==> src/rtl/mcpu_ram_loader.sv <==
// Boot sequencer for MCPU: clears RAM, streams in a program image, then releases the CPU and hands it the RAM port.
// Optional build macro MCPU_LOAD_CHECKSUM_EN adds an XOR checksum of every loaded word.
module mcpu_ram_loader #(
  parameter int ADDR_WIDTH = 8,
  parameter int DATA_WIDTH = 16,
  parameter int MEMORY     = 256
) (
  input  logic                  clock,
  input  logic                  reset,
  input  logic                  load_valid,
  input  logic [DATA_WIDTH-1:0] load_data,
  input  logic                  load_last,
  output logic                  load_ready,
  input  logic                  cpu_we,
  input  logic [ADDR_WIDTH-1:0] cpu_addr,
  input  logic [DATA_WIDTH-1:0] cpu_wdata,
  output logic                  ram_we,
  output logic [ADDR_WIDTH-1:0] ram_addr,
  output logic [DATA_WIDTH-1:0] ram_wdata,
  output logic                  cpu_reset,
  output logic                  done,
  output logic                  error,
  output logic [ADDR_WIDTH:0]   load_count
`ifdef MCPU_LOAD_CHECKSUM_EN
  ,
  output logic [DATA_WIDTH-1:0] checksum
`endif
);

  typedef enum logic [2:0] {
    S_CLEAR   = 3'd0,
    S_LOAD    = 3'd1,
    S_RELEASE = 3'd2,
    S_RUN     = 3'd3,
    S_ERROR   = 3'd4
  } state_t;

  localparam logic [ADDR_WIDTH-1:0] CLR_LAST = ADDR_WIDTH'(MEMORY - 1);
  localparam logic [ADDR_WIDTH:0]   CNT_LAST = (ADDR_WIDTH + 1)'(MEMORY - 1);

  state_t                state_q, state_d;
  logic [ADDR_WIDTH-1:0] clr_addr_q, clr_addr_d;
  logic [ADDR_WIDTH:0]   load_count_q, load_count_d;
  logic                  xfer;

  assign xfer       = (state_q == S_LOAD) && load_valid;
  assign load_count = load_count_q;

  always_ff @(posedge clock) begin
    if (reset) begin
      state_q      <= S_CLEAR;
      clr_addr_q   <= '0;
      load_count_q <= '0;
    end else begin
      state_q      <= state_d;
      clr_addr_q   <= clr_addr_d;
      load_count_q <= load_count_d;
    end
  end

  always_comb begin
    state_d      = state_q;
    clr_addr_d   = clr_addr_q;
    load_count_d = load_count_q;
    case (state_q)
      S_CLEAR: begin
        clr_addr_d = clr_addr_q + 1'b1;
        if (clr_addr_q == CLR_LAST) state_d = S_LOAD;
      end
      S_LOAD: begin
        if (xfer) begin
          load_count_d = load_count_q + 1'b1;
          // A full RAM with no terminator is an overflow; the last slot is still written.
          if (load_last)                      state_d = S_RELEASE;
          else if (load_count_q == CNT_LAST) state_d = S_ERROR;
        end
      end
      S_RELEASE: state_d = S_RUN;
      S_RUN:     state_d = S_RUN;
      S_ERROR:   state_d = S_ERROR;
      default:   state_d = S_CLEAR;
    endcase
  end

  // Reset overrides the state decode so the reset cycle itself never writes RAM.
  always_comb begin
    ram_we     = 1'b0;
    ram_addr   = clr_addr_q;
    ram_wdata  = '0;
    load_ready = 1'b0;
    cpu_reset  = 1'b1;
    done       = 1'b0;
    error      = 1'b0;
    if (!reset) begin
      case (state_q)
        S_CLEAR: ram_we = 1'b1;
        S_LOAD: begin
          load_ready = 1'b1;
          ram_we     = load_valid;
          ram_addr   = load_count_q[ADDR_WIDTH-1:0];
          ram_wdata  = load_data;
        end
        S_RUN: begin
          cpu_reset = 1'b0;
          done      = 1'b1;
          ram_we    = cpu_we;
          ram_addr  = cpu_addr;
          ram_wdata = cpu_wdata;
        end
        S_ERROR: error = 1'b1;
        default: ;
      endcase
    end
  end

`ifdef MCPU_LOAD_CHECKSUM_EN
  logic [DATA_WIDTH-1:0] checksum_q, checksum_d;

  always_comb begin
    checksum_d = checksum_q;
    if (xfer) checksum_d = checksum_q ^ load_data;
  end

  always_ff @(posedge clock) begin
    if (reset) checksum_q <= '0;
    else       checksum_q <= checksum_d;
  end

  assign checksum = checksum_q;
`endif

endmodule
==> config.mk <==
export PLATFORM = sky130hd
export DESIGN_NAME = mcpu_ram_loader
export DESIGN_NICKNAME = d
export VERILOG_FILES = /design/src/rtl/mcpu_ram_loader.sv
export SDC_FILE = /design/constraint.sdc
export NUM_CORES = 1
export LEC_CHECK = 0
export BUFFER_PORTS_ARGS = -buffer_cell sky130_fd_sc_hd__buf_2
export CAP_MARGIN = 30
export CORE_UTILIZATION = 43
export DETAILED_ROUTE_END_ITERATION = 6
export MAX_ROUTING_LAYER = met4
export PLACE_DENSITY = 0.85
export SYNTH_ARGS = -nofsm -noshare
export SYNTH_HDL_FRONTEND = slang
export SYNTH_SLANG_ARGS = --single-unit
==> constraint.sdc <==
create_clock -name clock -period 1.89 [get_ports clock]
set_input_delay 0.189 -clock clock [delete_from_list [all_inputs] [get_ports clock]]
set_output_delay 0.189 -clock clock [all_outputs]
set_load 0.01 [all_outputs]
==> results.py, run 1 <==
metrics = {
    "placement": {
        "place_ws_ns": 0.232,
        "final_weighted_congestion_of_routability_driven_global_placement": 0.805,
        "dp_hpwl_um": 2880,
        "portBuffers": 82,
    },
    "timing": {
        "timing.max_slew.rel_slack_pct": 73.4,
        "tightest_slew_ns": 0.389,
        "achievable-frequency_ghz": 0.569,
        "post-route-min-period_ns": 1.76,
        "timing.clock.skew_ns": 0.00576,
        "final_max_slew_viol_count": 0,
        "setup-violations-final": 0,
        "tns_ns": 0,
        "grt_setup_unrepaired": "no",
        "final_worst_path_cycle_share_pct": 93.0,
        "postLayoutSetupSlackWorst_ns": 0.133,
        "finalHoldViolCount": 0,
    },
    "floorplanning": {
        "dieHeight_um": 59.1,
        "initial_utilization_pct": 45.5,
        "num_rows": 20,
        "placeableCoreArea_um2": 3080,
        "num_io_pins": 83,
        "die_w_um": 59.1,
        "fp.dieArea_um2": 3490,
    },
    "global_route": {
        "grt_start_max_net_pins": 22,
        "grt_pass1_vias": 1367,
        "grt_first_pass_wirelength_um": 5890,
        "grt_antenna_before_repair": 0,
        "global_route.overflow_total": 0,
        "grt_util_all_layers_pct": 22.8,
    },
    "worst_setup_path": {
        "critPathTopFamily": "flip-flops",
        "cp_data_arrival_time_ns": 1.57,
        "worstSetupEndpointType": "output pin",
        "cp_slowest_stage_delay_ns": 0.44,
        "timing.critical_path.buf_inv": 2,
        "cp_max_fo": 17,
        "worstSetupPathType": "register to output pin",
        "required_ns": 1.70,
        "timing.critical_path.slowest_stage_cell": "dfxtp_1",
        "path_cells": "nor3b_2, buf_4, nor2_1, a21oi_1, buf_2",
        "critPathLaunchType": "register",
        "reg_to_reg_setup_timing_slack_ns": 0.21,
    },
    "pwr": {
        "cell_internal_pwr_mw": 0.557,
        "comb_power_share_pct": 13.4,
        "swShare_pct": 24.3,
        "irDropWorstVdd_mv": 0.187,
        "clockPowerShare_pct": 27.7,
        "cellLeakagePower_nw": 0.808,
        "total_switching_power_mw": 0.179,
        "sequentialPowerShare_pct": 58.9,
        "cellPowerDensity_nw_per_um2": 393,
    },
    "synth": {
        "syn_avg_cell_area_um2": 7.82,
        "synth_top_area_cell": "dfxtp_1",
        "synth.yosys.seq_area_share_pct": 28.6,
        "synth_area_leaders": "dfxtp_1, mux2i_1, nor2_1",
        "ys_ff_latch": 20,
        "synth_fp_nets": 227,
        "synthesis.area_um2": 1400,
        "syn-instance-count": 179,
        "synth.top_cell.area_share_pct": 28.6,
        "ys.warnings.count": 0,
        "post_synth_num_cell_types": 36,
    },
    "cells_and_area": {
        "final_net_count": 307,
        "diode_insertion_count_for_antenna_repair": 0,
        "commonest_cells_after_routing_fill_and_taps_aside": "buf_2, nor2_1, mux2i_1, a21oi_1, dfxtp_1",
        "regArea_um2": 403,
        "area_growth_pct": 33.8,
        "n_fill_cell": 296,
        "multi_input_area_um2": 926,
        "post_route_cells_drive_above_1_share_pct": 38.5,
        "layout.cells.most_common": "buf_2",
    },
    "detailed_routing": {
        "detail_route.iter0.violations": 82,
        "detailroute.wirelength.met2_um": 1830,
        "route.layer.met1.wl_um": 1520,
        "via_count": 1582,
        "postRouteAntennaNets": 0,
        "route.final.wire_length_um": 3600,
        "post_drt_wl_per_cell_um": 12.0,
        "route.met3.wl_um": 205,
        "remaining_drc_errors": 0,
        "topRoutingLayerUsed": "met4",
        "post_drt_via_cell_ratio": 5.26,
        "detail_route.first_pass.iterations": 4,
    },
    "clock_network": {
        "postCtsResizedCells": 0,
        "ctsHtreeMaxLevel": 1,
        "cts-buffers-inserted": 3,
        "path_clk_slew_ns": 0.11,
        "clock_sink_count": 20,
        "clockBufferDepth": 2,
        "clock-root-buffer": "clkbuf_4",
        "ctsHoldBuffers": 0,
        "cts_tree": "yes",
        "cts.repair_timing.setup_buffer_count": 0,
        "clk-insertion-delay-late_ns": 0.30,
    },
    "status": {
        "result_of_the_run": "finished clean",
    },
    "job": {
        "timing.max_cap.violations": 0,
    },
    "hold_path": {
        "hold_path_class": "input port to register",
    },
}
-- per-stage QoR --
| step | hold WS [ns] | util, % | area [um^2] | std cells | power (mW) |
|---|---|---|---|---|---|
| after floorplan | 0.372 | - | 1400 | 179 | 0.482 |
| after global placement | 0.484 | 60.0 | 1850 | 298 | 0.539 |
| after detailed placement | 0.492 | 60.0 | 1850 | 298 | 0.543 |
| after CTS | 0.160 | 60.7 | 1870 | 301 | 0.743 |
| after global routing | 0.161 | 60.9 | 1870 | 301 | 0.777 |
| final | 0.153 | 60.9 | 1870 | 301 | 0.736 |
-- kinds of logic after synthesis --
kind of cell / count (synthesis) / share of synthesized area [%]
XOR/XNOR: 3 / 1.88
flip-flops: 20 / 28.6
AND/OR/NAND/NOR: 76 / 27.9
AO/OA/AOI/OAI: 35 / 14.8
adder cells (fa/ha/maj): 3 / 2.68
buffers and inverters: 16 / 5.45
multiplexers: 26 / 18.7
-- sequential cells by signal, summed over array words and instances (netlist names) --
| register | cells |
|---|---|
| state_q | 3 |
| clr_addr_q | 8 |
| load_count | 9 |
-- power groups by stage --
stage / sequential [mW] / combinational, mW / clock (mW)
6_report: 0.434 / 0.0986 / 0.204
5_1_grt: 0.435 / 0.111 / 0.231
2_1_floorplan: 0.442 / 0.0400 / 0
3_3_place_gp: 0.443 / 0.0960 / 0
4_1_cts: 0.434 / 0.0994 / 0.210
3_5_place_dp: 0.443 / 0.0992 / 0
-- routing by layer --
| metal | track usage, % | vias up |
|---|---|---|
| li1 | - | 809 |
| met4 | 7.82 | 0 |
| met1 | 25.6 | 694 |
| met2 | 41.1 | 74 |
| met3 | 3.06 | 5 |
| met5 | - | - |
-- area by class of cell --
class / instances / share of cell area [%]
Sequential cell: 20 / 21.5
Timing Repair Buffer: 88 / 24.3
Clock buffer: 3 / 1.20
Tap cell: 44 / 2.94
Multi-Input combinational cell: 143 / 49.4
Inverter: 3 / 0.601
-- path summary, 6_finish.rpt --
path | start | to | depth (start not counted)
setup reg to reg | state_q[2]$_SDFFE_PP0P_ | clr_addr_q[5]$_SDFFE_PP0N_ | 3
setup / recovery | state_q[2]$_SDFFE_PP0P_ | ram_addr[1] | 5
hold / removal | reset | state_q[2]$_SDFFE_PP0P_ | 2
hold reg to reg | clr_addr_q[7]$_SDFFE_PP0N_ | clr_addr_q[7]$_SDFFE_PP0N_ | 2
-- cell usage after synthesis --
master / number
nor2b_1: 1
xor2_1: 1
nor3b_1: 1
nor3_1: 1
nor4b_1: 1
nand4bb_1: 1
a31oi_1: 1
clkbuf_1: 7
o21ba_2: 1
or3_4: 1
a21oi_1: 19
mux2_2: 1
nand4_1: 4
buf_6: 1
ha_1: 3
and4bb_1: 1
or2_2: 1
nand2b_1: 1
nor4_1: 2
o21ai_0: 4
dfxtp_1: 20
nor3b_2: 1
buf_2: 4
buf_4: 1
a211oi_1: 2
xnor2_1: 2
nand2_1: 9
inv_1: 3
a2111oi_0: 1
or3_1: 4
nand3_1: 6
nor2_1: 35
o211ai_1: 1
mux2i_1: 25
or4_1: 6
o31ai_1: 6
Power figures use the tool's default switching activity.
==> run 2, diff against run 1 <==
--- a/config.mk
+++ b/config.mk
@@ -7,6 +7,7 @@
 export LEC_CHECK = 0
 export BUFFER_PORTS_ARGS = -buffer_cell sky130_fd_sc_hd__buf_2
 export CAP_MARGIN = 30
+export CORE_MARGIN = 2
 export CORE_UTILIZATION = 43
 export DETAILED_ROUTE_END_ITERATION = 6
 export MAX_ROUTING_LAYER = met4
==> run 2 against run 1 <==
- hold slack improved by 0.063 ns
- maximum frequency increased by 0.61%
- core utilization is 0.24 points higher
- sequential cell count did not move
- critical path type unchanged
- largest cell class unchanged
- largest power group unchanged
==> results.py, run 2 (synthesis results as in run 1) <==
metrics = {
    "status": {
        "result_of_the_run": "finished clean",
    },
    "floorplanning": {
        "num_io_pins": 83,
        "fp.dieArea_um2": 3730,
        "die_w_um": 61.1,
        "placeableCoreArea_um2": 3080,
        "dieHeight_um": 61.1,
        "num_rows": 20,
        "initial_utilization_pct": 45.5,
    },
    "worst_setup_path": {
        "cp_slowest_stage_delay_ns": 0.46,
        "critPathTopFamily": "flip-flops",
        "path_cells": "buf_4, mux2i_1, nor2_1, buf_2",
        "critPathLaunchType": "register",
        "cp_max_fo": 17,
        "required_ns": 1.70,
        "timing.critical_path.buf_inv": 2,
        "worstSetupPathType": "register to output pin",
        "cp_data_arrival_time_ns": 1.56,
        "worstSetupEndpointType": "output pin",
        "timing.critical_path.slowest_stage_cell": "dfxtp_2",
    },
    "placement": {
        "portBuffers": 82,
        "place.detailed.instances": 297,
        "place_ws_ns": 0.206,
        "placed_cell_area_um2": 1840,
        "final_weighted_congestion_of_routability_driven_global_placement": 0.838,
        "dp_hpwl_um": 2970,
    },
    "global_route": {
        "grt_first_pass_wirelength_um": 5930,
        "grt_pass1_vias": 1408,
        "grt_util_all_layers_pct": 21.5,
        "grt_antenna_before_repair": 0,
        "grt_start_max_net_pins": 18,
        "global_route.overflow_total": 0,
    },
    "timing": {
        "achievable-frequency_ghz": 0.573,
        "finalHoldViolCount": 0,
        "whs_ns": 0.216,
        "timing.clock.skew_ns": 0.00660,
        "final_max_slew_viol_count": 0,
        "tns_ns": 0,
        "final_worst_path_cycle_share_pct": 92.4,
        "setup-violations-final": 0,
        "grt_setup_unrepaired": "no",
        "tightest_slew_ns": 0.406,
        "timing.max_slew.rel_slack_pct": 72.8,
        "postLayoutSetupSlackWorst_ns": 0.143,
        "post-route-min-period_ns": 1.75,
    },
    "clock_network": {
        "cts-buffers-inserted": 3,
        "cts_tree": "yes",
        "clk-insertion-delay-late_ns": 0.31,
        "clockBufferDepth": 2,
        "path_clk_slew_ns": 0.12,
        "clock_sink_count": 20,
        "cts.repair_timing.setup_buffer_count": 0,
        "clock-root-buffer": "clkbuf_4",
        "ctsHtreeMaxLevel": 1,
    },
    "detailed_routing": {
        "route.final.wire_length_um": 3760,
        "via_count": 1581,
        "post_drt_via_cell_ratio": 5.25,
        "detail_route.first_pass.iterations": 4,
        "remaining_drc_errors": 0,
        "post_drt_wl_per_cell_um": 12.5,
        "detail_route.iter0.violations": 71,
        "postRouteAntennaNets": 0,
    },
    "pwr": {
        "cellPowerDensity_nw_per_um2": 418,
        "cellLeakagePower_nw": 0.811,
        "irDropWorstVdd_mv": 0.258,
        "design_power_total_mw": 0.787,
    },
    "cells_and_area": {
        "area_growth_pct": 34.3,
        "layout.cells.most_common": "buf_2",
        "commonest_cells_after_routing_fill_and_taps_aside": "buf_2, nor2_1, mux2i_1, a21oi_1, dfxtp_1",
        "largest_reg_flops": 9,
        "final_net_count": 306,
        "diode_insertion_count_for_antenna_repair": 0,
        "final_core_util_pct": 61.1,
        "post_route_cells_drive_above_1_share_pct": 38.5,
        "final_area_um2": 1880,
        "layout.cells.non_filler": 301,
    },
    "job": {
        "timing.max_cap.violations": 0,
    },
    "hold_path": {
        "hold_path_class": "input port to register",
    },
}
==> run 2: cell types whose count changed in the layout (fill, tap and decap cells not counted) <==
cell / before / now
clkbuf_8: 0 / 1
a2111oi_1: 0 / 1
a2111oi_0: 1 / 0
buf_4: 6 / 5
==> run 2: power breakdown <==
part / internal [mW] / switching (mW)
sequential: 0.427 / 0.00738
combinational: 0.0554 / 0.0427
clock: 0.118 / 0.137
==> run 2: layer usage <==
layer / global-route usage, % / routed length, um / vias up / part of all wire, %
met5: - / 0 / - / 0
met4: 8.70 / 30 / 0 / 0.80
met3: 2.94 / 324 / 4 / 8.6
met2: 37.1 / 1830 / 81 / 49
met1: 25.1 / 1580 / 690 / 42
li1: - / - / 806 / -
==> run 2: final cells by class <==
cell class	count	area, um^2
Timing Repair Buffer	87	448
Sequential cell	20	403
Multi-Input combinational cell	143	927
Inverter	3	11.3
Clock buffer	4	36.3
Fill cell	291	1200
Tap cell	44	55.1
==> run 2: path summary, 6_finish.rpt <==
kind	startpoint	endpoint	slack (ns)	cells past startpoint
hold reg to reg	load_count[6]$_SDFFE_PP0P_	load_count[6]$_SDFFE_PP0P_	0.52	2
hold / removal	load_last	state_q[2]$_SDFFE_PP0P_	0.22	4
setup / recovery	state_q[1]$_SDFFE_PP0P_	ram_wdata[9]	0.14	4
setup reg to reg	state_q[2]$_SDFFE_PP0P_	clr_addr_q[6]$_SDFFE_PP0N_	0.20	3
==> run 2: timing repair <==
| item | in CTS | in global routing |
|---|---|---|
| setup endpoints to repair | 0 | 26 |
| hold buffers | 0 | 0 |
| gates resized for setup | 0 | 3 |
==> run 2: worst register-to-register path, cell delays in order, from the launching register on <==
cell     delay (ns)
dfxtp_1        0.43
or3_4          0.50
or4_1          0.53
a21oi_1        0.16
==> run 3, diff against run 2 <==
--- a/config.mk
+++ b/config.mk
@@ -5,13 +5,14 @@
 export SDC_FILE = /design/constraint.sdc
 export NUM_CORES = 1
 export LEC_CHECK = 0
+export ABC_AREA = 1
 export BUFFER_PORTS_ARGS = -buffer_cell sky130_fd_sc_hd__buf_2
 export CAP_MARGIN = 30
-export CORE_MARGIN = 2
+export CORE_MARGIN = 8
 export CORE_UTILIZATION = 43
 export DETAILED_ROUTE_END_ITERATION = 6
 export MAX_ROUTING_LAYER = met4
-export PLACE_DENSITY = 0.85
+export PLACE_DENSITY = 0.86
 export SYNTH_ARGS = -nofsm -noshare
 export SYNTH_HDL_FRONTEND = slang
 export SYNTH_SLANG_ARGS = --single-unit
==> run 3 against run 2 <==
- total power decreased by 8.0%
- non-clock buffer count is 3 lower
- combinational power down 6.8%
- core utilization is 0.65 points lower
- register-to-register slack barely moved
- cell area down 1.9%
- hold slack gained 0.00095 ns
- via count grew 5.2%
- critical endpoint is now ram_addr[2]
- largest power group unchanged
==> results.py, run 3 <==
metrics = {
    "clock_network": {
        "ctsHtreeMaxLevel": 1,
        "path_clk_slew_ns": 0.11,
        "cts_tree": "yes",
        "clockBufferDepth": 2,
        "clock_sink_count": 20,
        "cts-buffers-inserted": 3,
        "clock-root-buffer": "clkbuf_4",
        "clk-insertion-delay-late_ns": 0.30,
    },
    "synth": {
        "syn_avg_cell_area_um2": 6.88,
        "synth_top_area_cell": "dfxtp_1",
        "synth_top_cells_by_count": "nand2_1, nor2_1, inv_1",
        "ys.warnings.count": 0,
        "ys_ff_latch": 20,
        "synthesis.area_um2": 1390,
        "syn-instance-count": 202,
        "synth.most_common_cell": "nand2_1",
        "synth_fp_nets": 250,
        "synth_enable_flop_cells": 0,
        "post_synth_num_cell_types": 28,
        "synth.top_cell.area_share_pct": 28.8,
        "postSynth.asyncResetShare_pct": 0,
        "synth_area_leaders": "dfxtp_1, nand2_1, a22o_1",
        "dominantRegCellSynth": "dfxtp_1",
        "synth.yosys.seq_area_share_pct": 28.8,
    },
    "worst_setup_path": {
        "worstSetupEndpointType": "output pin",
        "path_cells": "inv_2, nand2_2, nor2_4, nand2_1, o221ai_1, buf_2",
        "cp_data_arrival_time_ns": 1.57,
        "worstSetupPathType": "register to output pin",
        "timing.critical_path.slowest_stage_cell": "dfxtp_1",
        "cp_max_fo": 6,
        "critPathLaunchType": "register",
        "required_ns": 1.70,
        "critPathTopFamily": "simple AND/OR/NAND/NOR gates",
        "cp_slowest_stage_delay_ns": 0.35,
        "timing.critical_path.buf_inv": 2,
    },
    "timing": {
        "timing.max_slew.rel_slack_pct": 73.0,
        "post-route-min-period_ns": 1.76,
        "grt_setup_unrepaired": "no",
        "final_worst_path_cycle_share_pct": 93.0,
        "tns_ns": 0,
        "timing.clock.skew_ns": 0.00750,
        "achievable-frequency_ghz": 0.569,
        "setup-violations-final": 0,
        "finalHoldViolCount": 0,
        "tightest_slew_ns": 0.404,
        "final_max_slew_viol_count": 0,
    },
    "cells_and_area": {
        "regArea_um2": 404,
        "diode_insertion_count_for_antenna_repair": 0,
        "multi_input_area_um2": 840,
        "commonest_cells_after_routing_fill_and_taps_aside": "buf_2, nand2_1, nor2_1, inv_1, dfxtp_1",
        "largest_reg_flops": 9,
        "post_route_cells_drive_above_1_share_pct": 39.0,
        "area_growth_pct": 32.9,
        "final_net_count": 332,
        "layout.cells.most_common": "buf_2",
        "final_area_um2": 1850,
        "n_fill_cell": 290,
        "final_core_util_pct": 60.5,
    },
    "floorplanning": {
        "initial_utilization_pct": 45.5,
        "num_io_pins": 83,
        "dieHeight_um": 72.8,
        "fp.dieArea_um2": 5300,
        "die_w_um": 72.8,
        "num_rows": 20,
        "placeableCoreArea_um2": 3050,
    },
    "detailed_routing": {
        "via_count": 1664,
        "remaining_drc_errors": 0,
        "route.final.wire_length_um": 4360,
        "post_drt_wl_per_cell_um": 13.4,
        "detail_route.first_pass.iterations": 4,
        "postRouteAntennaNets": 0,
        "detail_route.iter0.violations": 44,
        "post_drt_via_cell_ratio": 5.10,
    },
    "global_route": {
        "grt_first_pass_wirelength_um": 7040,
        "grt_util_all_layers_pct": 16.5,
        "grt_start_max_net_pins": 26,
        "grt_pass1_vias": 1602,
        "grt_antenna_before_repair": 0,
        "global_route.overflow_total": 0,
    },
    "placement": {
        "dp_hpwl_um": 3590,
        "placed_cell_area_um2": 1810,
        "final_weighted_congestion_of_routability_driven_global_placement": 0.837,
        "portBuffers": 82,
    },
    "pwr": {
        "cellPowerDensity_nw_per_um2": 392,
        "cellLeakagePower_nw": 0.938,
        "irDropWorstVdd_mv": 0.259,
    },
    "job": {
        "timing.max_cap.violations": 0,
    },
    "hold_path": {
        "hold_path_class": "input port to register",
    },
    "status": {
        "result_of_the_run": "finished clean",
    },
}
[run 3: metal layers]
| metal | up-vias | global-route usage (%) | part of all wire [%] |
|---|---|---|---|
| li1 | 846 | - | - |
| met1 | 725 | 16.5 | 40 |
| met2 | 83 | 29.6 | 46 |
| met3 | 10 | 4.67 | 11 |
| met4 | 0 | 6.22 | 2.3 |
| met5 | - | - | 0 |
[run 3: worst paths after layout]
kind	slack, ns	end	start	depth (start not counted)
worst min-delay path	0.22	state_q[1]$_SDFFE_PP0P_	reset	2
worst min register to register	0.48	clr_addr_q[6]$_SDFFE_PP0N_	clr_addr_q[6]$_SDFFE_PP0N_	2
worst max register to register	0.21	state_q[0]$_SDFFE_PP0P_	load_count[0]$_SDFFE_PP0P_	11
worst max-delay path	0.13	ram_addr[2]	state_q[2]$_SDFFE_PP0P_	6
[run 3: power by group]
group	internal [mW]	switching, mW
sequential	0.427	0.00545
combinational	0.0473	0.0440
clock	0.0742	0.126
total	0.548	0.176
[run 3: final cells by class]
type / count / area share (%)
Multi-Input combinational cell: 151 / 45.5
Timing Repair Buffer: 84 / 23.3
Sequential cell: 20 / 21.9
Inverter: 24 / 5.15
Tap cell: 44 / 2.98
Clock buffer: 3 / 1.22
[run 3: kinds of logic (layout without fill, tap and decap cells)]
kind of cell	count (synthesis)	in the layout	synth area share [%]
simple gates	100	100	33.1
flops	20	20	28.8
compound gates	48	48	24.0
fa+ha+maj	3	3	2.70
buf+inv	31	111	11.4
[run 3: stage by stage]
| step | setup WS (ns) | hold slack, ns | total power [mW] | cells |
|---|---|---|---|---|
| floorplan | 0.304 | 0.366 | 0.473 | 202 |
| global placement | 0.296 | 0.456 | 0.532 | 323 |
| detailed placement | 0.235 | 0.464 | 0.533 | 323 |
| CTS | 0.0231 | 0.204 | 0.736 | 326 |
| global route | 0.0255 | 0.212 | 0.767 | 326 |
| finish | 0.132 | 0.217 | 0.724 | 326 |
[run 3: what timing repair did]
item / 4_1_cts / 5_1_grt
buffers inserted: 0 / 0
setup endpoints to repair: 19 / 26
resized for setup: 2 / 6
hold buffers: 0 / 0
